==> src/rtl/mux_select_gpio_sequencer.sv <==
// Maps a mux select address to a GPIO code with range check, settle/hold sequencing and strobe.
// Optional: define MUX_GPIO_GRAY_EN to drive the code Gray-encoded.
module mux_select_gpio_sequencer #(
  parameter int ADDR_W     = 5,
  parameter int GPIO_W     = 4,
  parameter int BASE       = 'h10,
  parameter int SETTLE_CYC = 2,
  parameter int HOLD_CYC   = 4
) (
  input  logic              clk,
  input  logic              rst,
  input  logic [ADDR_W-1:0] muxaddr_in,
  input  logic              muxaddr_valid,
  output logic              muxaddr_ready,
  output logic [GPIO_W-1:0] gpio_out,
  output logic              gpio_strobe,
  output logic              busy,
  output logic              err_range,
  input  logic              err_clear
);

  localparam int MAX_CYC = (SETTLE_CYC > HOLD_CYC) ? SETTLE_CYC : HOLD_CYC;
  localparam int CNT_W   = $clog2(MAX_CYC + 1);
  localparam logic [ADDR_W-1:0] BASE_A    = ADDR_W'(BASE);
  localparam logic [CNT_W-1:0]  SETTLE_LD = CNT_W'(SETTLE_CYC - 1);
  localparam logic [CNT_W-1:0]  HOLD_LD   = CNT_W'(HOLD_CYC - 1);

  typedef enum logic [1:0] {IDLE, SETTLE, HOLD} state_t;

  // Handshake: a request transfers on a rising clk edge where muxaddr_valid and
  // muxaddr_ready are both high; ready is high exactly when the FSM is IDLE.
  state_t            state, state_nxt;
  logic [CNT_W-1:0]  cnt, cnt_nxt;
  logic [GPIO_W-1:0] gpio_nxt, code_bin, code;
  logic [ADDR_W-1:0] diff;
  logic              err_nxt, accept, in_range;

  assign diff     = muxaddr_in - BASE_A;
  // Upper diff bits must be zero for the code to fit in GPIO_W lines.
  assign in_range = (muxaddr_in >= BASE_A) && ((diff >> GPIO_W) == '0);
  assign code_bin = diff[GPIO_W-1:0];

`ifdef MUX_GPIO_GRAY_EN
  assign code = code_bin ^ (code_bin >> 1);
`else
  assign code = code_bin;
`endif

  assign muxaddr_ready = (state == IDLE);
  assign accept        = muxaddr_valid && muxaddr_ready;
  assign gpio_strobe   = (state == HOLD);
  assign busy          = (state != IDLE);

  always_ff @(posedge clk or posedge rst) begin
    if (rst) begin
      state     <= IDLE;
      cnt       <= '0;
      gpio_out  <= '0;
      err_range <= 1'b0;
    end else begin
      state     <= state_nxt;
      cnt       <= cnt_nxt;
      gpio_out  <= gpio_nxt;
      err_range <= err_nxt;
    end
  end

  always_comb begin
    state_nxt = state;
    cnt_nxt   = cnt;
    gpio_nxt  = gpio_out;
    err_nxt   = err_range;
    case (state)
      IDLE: begin
        if (accept && in_range && (code != gpio_out)) begin
          gpio_nxt  = code;
          state_nxt = SETTLE;
          cnt_nxt   = SETTLE_LD;
        end
      end
      SETTLE: begin
        if (cnt == '0) begin
          state_nxt = HOLD;
          cnt_nxt   = HOLD_LD;
        end else begin
          cnt_nxt = cnt - CNT_W'(1);
        end
      end
      HOLD: begin
        if (cnt == '0) begin
          state_nxt = IDLE;
        end else begin
          cnt_nxt = cnt - CNT_W'(1);
        end
      end
      default: state_nxt = IDLE;
    endcase
    // Clear wins over a same-cycle range error; that error event is lost.
    if (err_clear) begin
      err_nxt = 1'b0;
    end else if (accept && !in_range) begin
      err_nxt = 1'b1;
    end
  end

endmodule

==> config.mk <==
export PLATFORM = sky130hd
export DESIGN_NAME = mux_select_gpio_sequencer
export DESIGN_NICKNAME = d
export VERILOG_FILES = /design/src/rtl/mux_select_gpio_sequencer.sv
export SDC_FILE = /design/constraint.sdc
export NUM_CORES = 1
export LEC_CHECK = 0
export CORE_MARGIN = 5
export CORE_UTILIZATION = 40
export DETAILED_ROUTE_END_ITERATION = 8
export PLACE_DENSITY_LB_ADDON = 0.08
export SYNTH_ARGS = -nofsm -noshare
export SYNTH_HDL_FRONTEND = slang
export SYNTH_SLANG_ARGS = --single-unit
==> constraint.sdc <==
create_clock -name clk -period 2.3 [get_ports clk]
set_input_delay 0.345 -clock clk [delete_from_list [all_inputs] [get_ports clk]]
set_output_delay 0.345 -clock clk [all_outputs]
set_load 0.03 [all_outputs]
==> results by group, run 1 <==
Clocking
  – CTS Buf Count: 3
  – Postcts setup bufs: 0
  – Clock transition at path regs: 0.07 ns
  – Clock Path Buffers: 2
  – CTS root buf: clkbuf_4
  – Worst skew pair latency: 0.27 ns
  – CTS H-tree lvls: 1
  – Hold_buf cts: 0
  – Clock sink count: 10
  – TritonCTS clock tree: built
  – Post-CTS Resized: 0

Floorplanning
  – IO Pins: 17
  – Starting Density: 42.5%
  – Die X: 50.0 um
  – Die height: 50.0 um
  – Die area: 2500 um^2
  – Core Region: 1510 um^2
  – Row count: 14

Timing
  – Final Hold Slack: 0.347 ns
  – Setup TNS Final: 0 ns
  – Crit share post-route: 95.1%
  – RSZ-0062 raised after global routing: no
  – Worst slew margin relative to its limit: 74.0%
  – Final Max Slew Viols: 0
  – Final number of hold-violating endpoints: 0
  – Min cycle time layout: 2.19 ns
  – Final WS setup: 0.113 ns
  – Worst Tran Pin Value: 0.390 ns
  – Clock Skews: 0.00529 ns
  – Final setup viols: 0
  – Fmax: 457 MHz

Worst setup path
  – CP Capture Point: gpio_strobe
  – FF-to-FF setup slack: 0.64 ns
  – R2R Path Start: state[0]
  – CP arrival: 1.84 ns
  – Kind of critical path: register to output port
  – Worst EP required: 1.96 ns
  – Critical-path maximum fanout: 6
  – CP Launch Point: state[0]
  – CP startpoint kind: register
  – RR Endpoint: cnt[2]
  – Reg2reg path depth: 6
  – CP Capture Type: output port

Layout
  – N_diodes: 0
  – Final core utilization: 56.8%
  – Synth-to-Final Area Change: 33.6%
  – Share of layout cells above drive strength 1: 12.5%
  – Final Non-Filler Cells: 96
  – Final nets: 96

Place
  – Placed insts: 92
  – Post-Place Worst Slack: 0.334 ns
  – DP Wirelength: 1020 um
  – Number of port buffers: 16
  – Final GP Congestion: 0.838

Pwr
  – Leakage Power: 0.387 nW
  – Worst IR drop on VDD: 0.708 mV
  – P per Cell Area: 1390 nW/um^2

Synthesis
  – Synthesized area per cell: 10.5 um^2
  – Sequential-to-total area share from yosys stat: 39.1%
  – Syn Nets: 76
  – Seq cells post-synth: 10
  – Post-synth cell types: 24
  – Post-Synthesis Cells: 61
  – Synth warn: 0
  – Synthesized cell area: 641 um^2

Detailed routing
  – DRC: 0
  – WL per Instance: 13.3 um
  – Drt first pass iters: 4
  – First DRT Iteration DRCs: 5
  – Routed Antenna Nets: 0
  – Vias: 500
  – Vias per cell: 5.21
  – Final WL: 1270 um

GRT
  – Vias in the first global route: 476
  – First-pass GRT wire length: 2130 um
  – Initial antenna violation count: 0
  – Aggregate global routing overflow: 0
  – Largest net degree at the start of global routing: 11
  – Tot GR Track Use: 11.1%

Status
  – Outcome: complete, no violations

Hold path
  – Hold WC Path Type: input pin to asynchronous set/reset pin

Run
  – Maxcap violations: 0
[Yosys cell counts]
cell type	count	area, um^2
dfrtp_1	10	250
inv_1	8	30.0
ha_1	6	75.1
a21oi_1	4	20.0
mux2_2	4	45.0
xnor2_1	4	35.0
nor2_1	3	11.3
a2bb2oi_1	2	17.5
nand2_1	2	7.51
nor2b_1	2	12.5
nor3b_1	2	15.0
o21ai_0	2	10.0
a211o_1	1	8.76
a21boi_0	1	7.51
a221oi_4	1	26.3
a22o_1	1	8.76
a31oi_1	1	6.26
a41o_2	1	11.3
clkbuf_1	1	3.75
mux2i_1	1	10.0
nand2b_1	1	6.26
nand3_1	1	5.00
nor4bb_1	1	10.0
o21a_1	1	7.51
[registers in the layout (all words and copies together) (netlist names)]
name,flops
gpio_out,4
cnt,3
err_range,1
state,2
[cell families (layout without fill, tap and decap cells)]
group                    after synthesis  in the layout  synth area share, %
XOR/XNOR                               4              4                 5.47
adder cells (fa/ha/maj)                6              6                 11.7
AO/OA/AOI/OAI                         15             15                 19.3
buffers and inverters                  9             28                 5.27
multiplexers                           5              5                 8.59
AND/OR/NAND/NOR                       12             12                 10.5
flip-flops                            10             10                 39.1
[worst min-delay path by stage]
stage | from | end | slack, ns | depth (start not counted)
2_1_floorplan | rst | cnt[0] | 0.19 | 1
3_3_place_gp | err_range | err_range | 0.50 | 2
3_5_place_dp | err_range | err_range | 0.51 | 2
4_1_cts | rst | gpio_out[1] | 0.36 | 2
5_1_grt | rst | gpio_out[1] | 0.37 | 2
6_report | rst | gpio_out[3] | 0.35 | 2
[worst max-delay path, stage by stage (launching register included)]
cell and delay [ns]:
dfrtp_1 0.40, inv_1 0.11, ha_1 0.33, clkdlybuf4s50_1 0.73
[routing by layer]
metal	routed length, um	vias up	global-route usage, %
met4	4	0	3.93
li1	-	252	-
met2	607	12	16.9
met5	0	-	0
met1	584	234	13.7
met3	77	2	4.82
[placed cells by master (no fill, tap or decap)]
| master | n |
|---|---|
| a211o_1 | 1 |
| a21boi_0 | 1 |
| a21oi_1 | 4 |
| a221oi_4 | 1 |
| a22o_1 | 1 |
| a2bb2oi_1 | 2 |
| a31oi_1 | 1 |
| a41o_2 | 1 |
| clkbuf_4 | 3 |
| clkbuf_8 | 1 |
| clkdlybuf4s50_1 | 15 |
| dfrtp_1 | 10 |
| dlymetal6s2s_1 | 1 |
| ha_1 | 6 |
| inv_1 | 8 |
| mux2_2 | 4 |
| mux2i_1 | 1 |
| nand2_1 | 2 |
| nand2b_1 | 1 |
| nand3_1 | 1 |
| nor2_1 | 3 |
| nor2b_1 | 2 |
| nor3b_1 | 2 |
| nor4bb_1 | 1 |
| o21a_1 | 1 |
| o21ai_0 | 2 |
| xnor2_1 | 4 |
[area by class of cell]
class / count / area, um^2
Inverter: 8 / 30.0
Clock buffer: 4 / 36.3
Sequential cell: 10 / 250
Fill cell: 136 / 651
Tap cell: 16 / 20.0
Multi-Input combinational cell: 42 / 357
Timing Repair Buffer: 16 / 163
[stage by stage]
step / power, mW / instance area (um^2)
global placement: 1.04 / 817
CTS: 1.21 / 853
finish: 1.19 / 856
global route: 1.28 / 856
detailed placement: 1.04 / 817
floorplan: 0.821 / 641
[report_power, final]
group,total (mW),internal (mW),switching [mW]
logic,0.727,0.340,0.387
clock network,0.163,0.0962,0.0664
registers,0.303,0.248,0.0544
Note: power is estimated with default switching activity, not from simulation.
==> run 2, diff against run 1 <==
--- a/config.mk
+++ b/config.mk
@@ -6,9 +6,10 @@
 export NUM_CORES = 1
 export LEC_CHECK = 0
 export CORE_MARGIN = 5
-export CORE_UTILIZATION = 40
+export CORE_UTILIZATION = 49
 export DETAILED_ROUTE_END_ITERATION = 8
 export PLACE_DENSITY_LB_ADDON = 0.08
+export SLEW_MARGIN = 10
 export SYNTH_ARGS = -nofsm -noshare
 export SYNTH_HDL_FRONTEND = slang
 export SYNTH_SLANG_ARGS = --single-unit
==> run 2 against run 1 <==
- final cell count decreased by 1.0%
- worst hold slack improved by 0.019 ns
- first-iteration DRC count shrank 40%
- maximum frequency is 1.7% higher
- clock power is 4% lower
- flip-flop and latch count is the same
- global-route usage up 4.1 points
- clock skew fell by 0.0028 ns
- critical path type unchanged
- critical endpoint unchanged
==> results by group, run 2 (synthesis results as in run 1) <==
Status
  – Outcome: complete, no violations

GRT
  – Met2 Resource Use GR: 25.5%
  – Top Usage Layer GRT: met2
  – GR Util met1: 19.4%
  – Tot GR Track Use: 15.1%
  – Initial antenna violation count: 0
  – First-pass GRT wire length: 2280 um
  – Met3 Resource Use GR: 3.52%
  – Largest net degree at the start of global routing: 11
  – Vias in the first global route: 536
  – Aggregate global routing overflow: 0

Place
  – Final GP Congestion: 0.756
  – Placed Area: 816 um^2
  – Number of port buffers: 16
  – DP Wirelength: 1060 um

Timing
  – Crit share post-route: 93.5%
  – Final setup viols: 0
  – Final number of hold-violating endpoints: 0
  – Clock Skews: 0.00246 ns
  – RSZ-0062 raised after global routing: no
  – Fmax: 465 MHz
  – Setup TNS Final: 0 ns
  – Final Max Slew Viols: 0
  – Worst Tran Pin Value: 0.400 ns
  – Min cycle time layout: 2.15 ns
  – Worst slew margin relative to its limit: 73.3%

Layout
  – Area of the multi-input gates: 357 um^2
  – Share of layout cells above drive strength 1: 12.5%
  – Commonest non-fill, non-tap cell in the layout: clkdlybuf4s50_1
  – Register area: 250 um^2
  – Final nets: 96
  – Highest-count cells in the layout ignoring fill and taps: 15 x clkdlybuf4s50_1, 10 x dfrtp_1, 8 x inv_1
  – N_diodes: 0
  – Synth-to-Final Area Change: 33.4%
  – Biggest register: gpio_out
  – Top flop regs: gpio_out: 4 flops, cnt: 3 flops, state: 2 flops
  – Fill count: 113
  – Max reg flops: 4
  – Final Cell Area: 855 um^2
  – Final core utilization: 67.4%

Hold path
  – Hold WC Path Type: input pin to asynchronous set/reset pin

Clocking
  – CTS root buf: clkbuf_4
  – CTS Buf Count: 3
  – TritonCTS clock tree: built
  – Clock transition at path regs: 0.07 ns
  – Hold_buf cts: 0
  – Clock Path Buffers: 2
  – Clock sink count: 10
  – Worst skew pair latency: 0.26 ns
  – CTS H-tree lvls: 1

Pwr
  – Sequential share of power: 25.6%
  – Internal: 0.685 mW
  – Worst IR drop on VDD: 0.814 mV
  – Leakage Power: 0.387 nW
  – Combinational power share: 61.3%
  – Sw frac: 42.8%
  – P per Cell Area: 1400 nW/um^2
  – Switching power: 0.512 mW
  – Clock power share: 13.1%

Floorplanning
  – Die height: 46.2 um
  – Row count: 13
  – Core Region: 1270 um^2
  – Die X: 46.2 um
  – Die area: 2130 um^2
  – IO Pins: 17
  – Starting Density: 50.5%

Worst setup path
  – Kind of critical path: register to output port
  – CP Launch Point: state[0]
  – CP startpoint kind: register
  – Worst EP required: 1.96 ns
  – R2R Path Start: state[0]
  – Critical-path maximum fanout: 6
  – CP arrival: 1.81 ns
  – CP Capture Type: output port
  – FF-to-FF setup slack: 0.61 ns

Detailed routing
  – Vias per cell: 5.04
  – Vias: 479
  – Routed Antenna Nets: 0
  – First DRT Iteration DRCs: 3
  – WL per Instance: 14.1 um
  – Final WL: 1340 um
  – DRC: 0
  – Drt first pass iters: 3

Run
  – Maxcap violations: 0
[run 2: metal layers]
layer,vias to the layer above,wire length [um]
met2,8,630
met1,220,643
met3,0,62
li1,251,-
met4,0,0
met5,-,0
[run 2: path summary, 6_finish.rpt]
check | endpoint | cells past startpoint
setup / recovery | gpio_strobe | 3
hold / removal | gpio_out[1] | 2
max in group asynchronous | cnt[2] | 2
hold reg to reg | err_range | 2
min in group clk | err_range | 2
setup reg to reg | cnt[2] | 6
[run 2: power by group through the flow]
stage	clock, mW	sequential (mW)	combinational (mW)
6_report	0.157	0.307	0.734
5_1_grt	0.173	0.318	0.802
4_1_cts	0.164	0.307	0.745
3_5_place_dp	0	0.309	0.743
3_3_place_gp	0	0.303	0.729
2_1_floorplan	0	0.378	0.443
[run 2: cell type report]
class                           instances  share of cell area (%)
Sequential cell                        10                    29.3
Tap cell                               15                    2.20
Clock buffer                            4                    4.25
Multi-Input combinational cell         42                    41.7
Inverter                                8                    3.51
Timing Repair Buffer                   16                    19.0
[run 2: per-stage QoR]
stage          setup slack (ns)  power (mW)  hold slack (ns)  cells
5_1_grt                  0.0310        1.29            0.399     95
4_1_cts                  0.0591        1.22            0.373     95
3_3_place_gp              0.384        1.03            0.494     91
3_5_place_dp              0.348        1.05            0.493     91
2_1_floorplan             0.560       0.821            0.185     61
6_report                  0.149        1.20            0.366     95
[run 2: critical path, stage by stage, from the launching register on]
cell	delay, ns
dfrtp_1	0.40
inv_1	0.10
ha_1	0.32
clkdlybuf4s50_1	0.73
[run 2: timing repair]
action                                  4_1_cts  5_1_grt
resized for setup                             0        1
setup buffers                                 0        0
endpoints found under the setup margin        0        1
